--- src/rtl/pipeline_stall_ctrl.sv ---
// Stall/flush sequencer for the 5-stage pipeline: load-use, branch flush and memory-wait freeze.
// Control outputs are combinational in the same cycle; the memory handshake and perf counters are registered.
module pipeline_stall_ctrl #(
  parameter int TIMEOUT = 255,
  parameter int CNT_W   = 16
) (
  input  logic             clk,
  input  logic             rst,
  input  logic [4:0]       Rs1D,
  input  logic [4:0]       Rs2D,
  input  logic [4:0]       RdE,
  input  logic             ResultSrcE0,
  input  logic             PCSrcE,
  input  logic             MemValidM,
  input  logic             MemAckM,
  input  logic             CntClr,
  output logic             StallF,
  output logic             StallD,
  output logic             FlushD,
  output logic             FlushE,
  output logic             StallE,
  output logic             StallM,
  output logic             FlushW,
  output logic             MemReqM,
  output logic             MemErr,
  output logic [CNT_W-1:0] StallCount,
  output logic [CNT_W-1:0] FlushCount
);

  localparam int WW = $clog2(TIMEOUT + 1);
  localparam logic [WW-1:0] TMO = WW'(TIMEOUT);
  localparam logic [CNT_W-1:0] CNT_MAX = {CNT_W{1'b1}};

  typedef enum logic {S_RUN, S_WAIT} state_t;

  state_t          state;
  logic [WW-1:0]   waitCnt;
  logic            memStall;
  logic            timeoutHit;
  logic            loadUse;
  logic            active;

  always_comb begin
    memStall   = 1'b0;
    timeoutHit = 1'b0;
    case (state)
      S_RUN:  memStall = MemValidM & ~MemAckM;
      S_WAIT: begin
        memStall   = ~MemAckM & (waitCnt < TMO);
        timeoutHit = ~MemAckM & (waitCnt >= TMO);
      end
      default: memStall = 1'b0;
    endcase
  end

  assign loadUse = ResultSrcE0 & (RdE != 5'd0) & ((RdE == Rs1D) | (RdE == Rs2D));

  // Everything is held low while reset is asserted, even though inputs may be live.
  assign active  = ~rst;
  assign StallF  = active & (memStall | (~PCSrcE & loadUse));
  assign StallD  = StallF;
  assign FlushD  = active & ~memStall & PCSrcE;
  assign FlushE  = active & ~memStall & (PCSrcE | loadUse);
  assign StallE  = active & memStall;
  assign StallM  = active & memStall;
  assign FlushW  = active & memStall;
  assign MemReqM = active & ((state == S_WAIT) | MemValidM);
  assign MemErr  = active & timeoutHit;

  always_ff @(posedge clk or posedge rst) begin
    if (rst) begin
      state   <= S_RUN;
      waitCnt <= '0;
    end else begin
      case (state)
        S_RUN: begin
          if (memStall) begin
            state   <= S_WAIT;
            waitCnt <= WW'(1);
          end
        end
        S_WAIT: begin
          if (MemAckM || timeoutHit) begin
            state   <= S_RUN;
            waitCnt <= '0;
          end else begin
            waitCnt <= waitCnt + WW'(1);
          end
        end
        default: begin
          state   <= S_RUN;
          waitCnt <= '0;
        end
      endcase
    end
  end

  // Clear wins over increment; both counters stick at all-ones.
  always_ff @(posedge clk or posedge rst) begin
    if (rst) begin
      StallCount <= '0;
      FlushCount <= '0;
    end else if (CntClr) begin
      StallCount <= '0;
      FlushCount <= '0;
    end else begin
      if (StallF && (StallCount != CNT_MAX)) StallCount <= StallCount + 1'b1;
      if (FlushD && (FlushCount != CNT_MAX)) FlushCount <= FlushCount + 1'b1;
    end
  end

endmodule

--- config.mk ---
export PLATFORM = sky130hd
export DESIGN_NAME = pipeline_stall_ctrl
export DESIGN_NICKNAME = d
export VERILOG_FILES = /design/src/rtl/pipeline_stall_ctrl.sv
export SDC_FILE = /design/constraint.sdc
export NUM_CORES = 1
export LEC_CHECK = 0
export CORE_MARGIN = 2
export CORE_UTILIZATION = 45
export DETAILED_ROUTE_END_ITERATION = 12
export PLACE_DENSITY = 0.85
export RECOVER_POWER = 100
export SYNTH_ARGS = -nofsm -noshare
export SYNTH_HDL_FRONTEND = slang
export SYNTH_SLANG_ARGS = --single-unit
--- constraint.sdc ---
create_clock -name clk -period 2.55 [get_ports clk]
set_input_delay 0.51 -clock clk [delete_from_list [all_inputs] [get_ports clk]]
set_output_delay 0.51 -clock clk [all_outputs]
set_load 0.01 [all_outputs]
# Yosys cells after proc, flatten, opt, wreduce, memory -nomap -nowiden
# Index checks and enable logic that the tools add are counted.
[totals] register_bits=41 latchBits=0 ram_bits=0 rom_bits=0 inputBits=22 out_inout_bits=41 mem_count=0
[op_classes] addsub=3 n_mul=0 div=0 n_lt_le_gt_ge=2 eq_ne=5 shift=0 n_mux=12 n_bitwise=22 reduce_logical=6
[ops] operator="$mux 16" n=4
[ops] operator="$add 16x1->16 const B" n=2
[ops] operator="$ne 16x16->1 const B" n=2
[ops] operator="$mux 8" n=2
[ops] operator="$pmux 8 s2" n=1
[ops] operator="$and 1x1->1" n=13
[ops] operator="$eq 5x5->1" n=2
[ops] operator="$add 8x1->8 const B" n=1
[ops] operator="$ge 8x8->1 const B" n=1
[ops] operator="$lt 8x8->1 const B" n=1
[ops] operator="$not 1->1" n=5
[ops] operator="$reduce_bool 5->1" n=1
[ops] operator="$or 1x1->1" n=4
[ops] operator="$pmux 1 s2" n=2
[ops] operator="$reduce_bool 2->1" n=2
[ops] operator="$mux 1" n=3
[ops] operator="$logic_and 1x1->1" n=2
[ops] operator="$ne 2x2->1 const B" n=1
[ops] operator="$logic_or 1x1->1" n=1

# Logic depth before layout (Yosys ltp)
# Gate-level depths: netlist of the first run.
[logic_depth] word_depth=9 mapped_depth=9 ltp_nobuf=8

# Worst setup path before layout of the first run
# No wires, ideal clock.
[synth_timing] kind="flip-flop to output port" startpoint="register waitCnt[0]" endpoint="output FlushE" arrival_ns=1.849 required_time_ns=2.040 path_slack_ns=0.191 path_stages_with_launch=8 path_buffers=1 cell_sequence="dfrtp_1 > ha_1 > nand3_1 > nor3_1 > a211o_2 > clkinv_1 > clkbuf_1 > nor3_1"
[synth_via] elab_chain_len=6
[synth_rtl] item="start: declaration" line="37" text="logic [WW-1:0] waitCnt;"
[synth_rtl] item="start signal: assignment" line="87" text="waitCnt <= waitCnt + WW'(1);"
[synth_rtl] item="$lt 8x8->1" line="49" text="memStall = ~MemAckM & (waitCnt < TMO);"
[synth_rtl] item="$and 1x1->1" line="49"
[synth_rtl] item="$pmux 1 s2" line="46" text="case (state)"
[synth_rtl] item="$not 1->1" line="63" text="assign FlushE = active & ~memStall & (PCSrcE | loadUse);"
[synth_rtl] item="$and 1x1->1 (2 in a row)" line="63"
[synth_rtl] item="end: declaration" line="20" text="output logic FlushE,"
# Every way passes these cells.

# Worst setup path after layout of the first run
[layout_timing] startpoint="input MemValidM" endpoint="output StallF"
[layout_via] elab_chain_len=4
[layout_rtl] item="start: declaration" line="14" text="input logic MemValidM,"
[layout_rtl] item="$and 1x1->1" line="47" text="S_RUN: memStall = MemValidM & ~MemAckM;"
[layout_rtl] item="$pmux 1 s2" line="46"
[layout_rtl] item="$or 1x1->1" line="60" text="assign StallF = active & (memStall | (~PCSrcE & loadUse));"
[layout_rtl] item="$and 1x1->1" line="60"
[layout_rtl] item="end: declaration" line="17" text="output logic StallF,"
# Every way passes these cells.

==> results of run 1 <==
## power by group through the flow
stage	clock network, mW	registers, mW	logic, mW
after floorplan	0	0.681	0.0961
after global placement	0	0.680	0.190
after detailed placement	0	0.681	0.194
after CTS	0.546	0.669	0.192
after global routing	0.581	0.672	0.216
final	0.533	0.671	0.197
## final cells by class
cell class / count / area, sq um / area share, %
Multi-Input combinational cell: 221 / 1445 / 41.76
Sequential cell: 41 / 1026 / 29.65
Timing Repair Buffer: 84 / 757.0 / 21.87
Tap cell: 72 / 90.09 / 2.603
Clock buffer: 7 / 86.33 / 2.495
Clock inverter: 1 / 30.03 / 0.8677
Inverter: 7 / 26.28 / 0.7592
## what timing repair did
item,in CTS,in global routing
setup buffers,2,1
pin swaps,4,5
resized for setup,23,14
endpoints found under the setup margin,9,10
## through the flow
step | setup slack [ns] | instances | total power [mW] | instance area (sq um)
after floorplan | 0.1914 | 285 | 0.7775 | 2517
after global placement | -0.3951 | 422 | 0.8700 | 3287
after detailed placement | -0.4335 | 422 | 0.8756 | 3287
after CTS | 0.02301 | 432 | 1.406 | 3411
after global routing | -0.004390 | 433 | 1.469 | 3461
final | 0.06362 | 433 | 1.401 | 3461
## metal layers
metal	vias to the layer above	routed length [microns]	track usage (%)
li1	1190	-	-
met1	1185	2888	29.96
met2	78	3146	36.41
met3	10	356	4.091
met4	0	96	7.018
met5	-	0	0
## worst max-delay path, delay by kind of cell
kind,cells,cell delay (ns)
compound gates,2,0.58
buf+inv,4,0.83
simple gates,1,0.06
## how the worst min path moves through the flow
stage	start	end	slack [ns]	depth (start not counted)
after global placement	waitCnt[6]$_DFFE_PP0P_	waitCnt[6]$_DFFE_PP0P_	0.50	1
after CTS	waitCnt[6]$_DFFE_PP0P_	waitCnt[6]$_DFFE_PP0P_	0.52	1
after global routing	waitCnt[6]$_DFFE_PP0P_	waitCnt[6]$_DFFE_PP0P_	0.57	1
after floorplan	waitCnt[0]$_DFFE_PP0P_	waitCnt[0]$_DFFE_PP0P_	0.47	1
after detailed placement	waitCnt[6]$_DFFE_PP0P_	waitCnt[6]$_DFFE_PP0P_	0.51	1
final	waitCnt[6]$_DFFE_PP0P_	waitCnt[6]$_DFFE_PP0P_	0.52	1
## kinds of logic (layout without fill, tap and decap cells)
logic type,after synthesis,count (layout)
AO/OA/AOI/OAI,50,50
XOR/XNOR,21,21
adder cells (fa/ha/maj),3,3
buffers and inverters,23,99
flip-flops,41,41
multiplexers,5,5
AND/OR/NAND/NOR,142,142
## layout by cell type, fill, tap and decap left out, types with 8 or more instances in the layout
cell	netlist	routed
clkdlybuf4s50_1	0	48
dfrtp_1	41	41
nor2_1	38	38
buf_4	3	17
nand2_1	16	16
nand3_1	16	15
nor3_1	15	14
nand4_1	13	13
o21ai_0	12	12
xor2_1	12	11
dlygate4sd2_1	0	10
xnor2_1	9	9
and3_1	8	8
## registers in the layout, summed over array words and instances, names as in the netlist
signal and flops:
waitCnt 8, StallCount 16, FlushCount 16, state 1
==> results.tsv, run 1 <==
metric	value	unit
p_sw_share	23.48	%
startpoint_type	primary input	
fin_hold_ws	0.5244	ns
synth.top_cell.area_share	40.76	%
yosysWarnings	0	
start_util	46.28	%
power_frac_comb	14.1	%
wl_per_cell	14.98	microns
antenna_found_initial	0	
synth_area	2517	sq um
synth_compound_area_share	14.12	%
critPathMaxFanout	3	
syn2layout_area_growth	37.48	%
seq_area_frac_synth	40.76	%
muxShareOfSynthArea	2.137	%
route.vias.total	2463	
clk_pin_slew_worst_paths	0.08	ns
drt_iter0_markers	182	
hpwl	4626	microns
die_h	78.80	microns
p_per_area	404.8	nW/um^2
p_sw	0.3290	mW
hold_class	reg2reg	
cpPeakStageDelay	0.48	ns
slew_viol_final	0	
drt_first_pass_iters	4	
synth_area_per_cell	8.833	sq um
synth_simple_gate_area_share	29.82	%
insertion_delay	0.29	ns
grt_max_degree	24	
status	finished, final reports clean	
tightestPinTransition	1.206	ns
drc	0	
grt-ovfl-total	0	
crit_end	StallF	
synth_area_leader_cell	dfrtp_1	
synth_top_family_by_area	simple AND/OR/NAND/NOR gates	
num_rows	27	
numCtsBuffers	5	
grt_pass1_vias	2323	
cp-end-kind	primary output	
leakagePower	1.436	nW
intPower	1.072	mW
cts_tree	built	
synth.most_common_cell	dfrtp_1	
track_usage	22.25	%
via_per_inst	5.688	
finalCritPeriodShare	97.50	%
p_clk_share	38.1	%
final_nets	385	
max_cap_viol_count	0	
reg2reg_slack	0.13	ns
postRouteAntennaNets	0	
setup_tns	0	ns
postSynthCellCount	285	
dieArea	6209	sq um
async_reset_ff_share	100.0	%
timing.clock.skew	0.007170	ns
synth_xor_area_share	7.306	%
root_buffer	clkbuf_8	
routed_wl	6488	microns
max_slew_margin	19.58	%
fp.dieW	78.80	microns
ios	63	
r2r_cells	9	
seqPwrFrac	47.9	%
diodes	0	
worstSetupStartpoint	MemValidM	
synth-adder-area-share	1.491	%
ys_top_cells_by_count	dfrtp_1, nor2_1, nand2_1, nand3_1, nor3_1	
slowest_stage	clkdlybuf4s50_1	
synth-seq-cells	41	
num-fill-cells	440	
gp_congestion	0.8715	
rr_startpoint	waitCnt[1]$_DFFE_PP0P_	
final-setup-viol-count	0	
cp.required	2.04	ns
hold_viol	0	
rsz0062_at_grt	yes	
synthesis.nets	310	
finish.utilization	63.63	%
synth_cell_types	51	
min_period	2.486	ns
arrival	1.98	ns
synthTopCellsByArea	dfrtp_1, nor2_1, xor2_1, nand4_1, nand3_1	
drive_gt1_share	13.85	%
fmax	402.2	MHz
cts_max_level	2	
grt_pass1_wl	11020	microns
synth_top_flop_cell	dfrtp_1	
cts_sinks	41	
clk_path_buf_depth	2	
critPathKind	in2out	
cts_hold_buf	0	
r2r-end	StallCount[4]$_DFFE_PP0P_	
io_buffers	62	
synth_enable_flop_cells	0	
design.core.area	5439	sq um
cp_cell_sequence	clkdlybuf4s50_1 -> nor2_1 -> a211o_2 -> buf_6 -> o32a_4 -> inv_2 -> buf_2	
ir_worst_vdd	0.3440	mV
Note: power is estimated with default switching activity, not from simulation.
==> run 2: changes to the inputs <==
CTS_CLUSTER_DIAMETER = 200   (was not set)
==> results of run 2 <==
The final DEF is identical to that of run 1; final timing and power are the same.
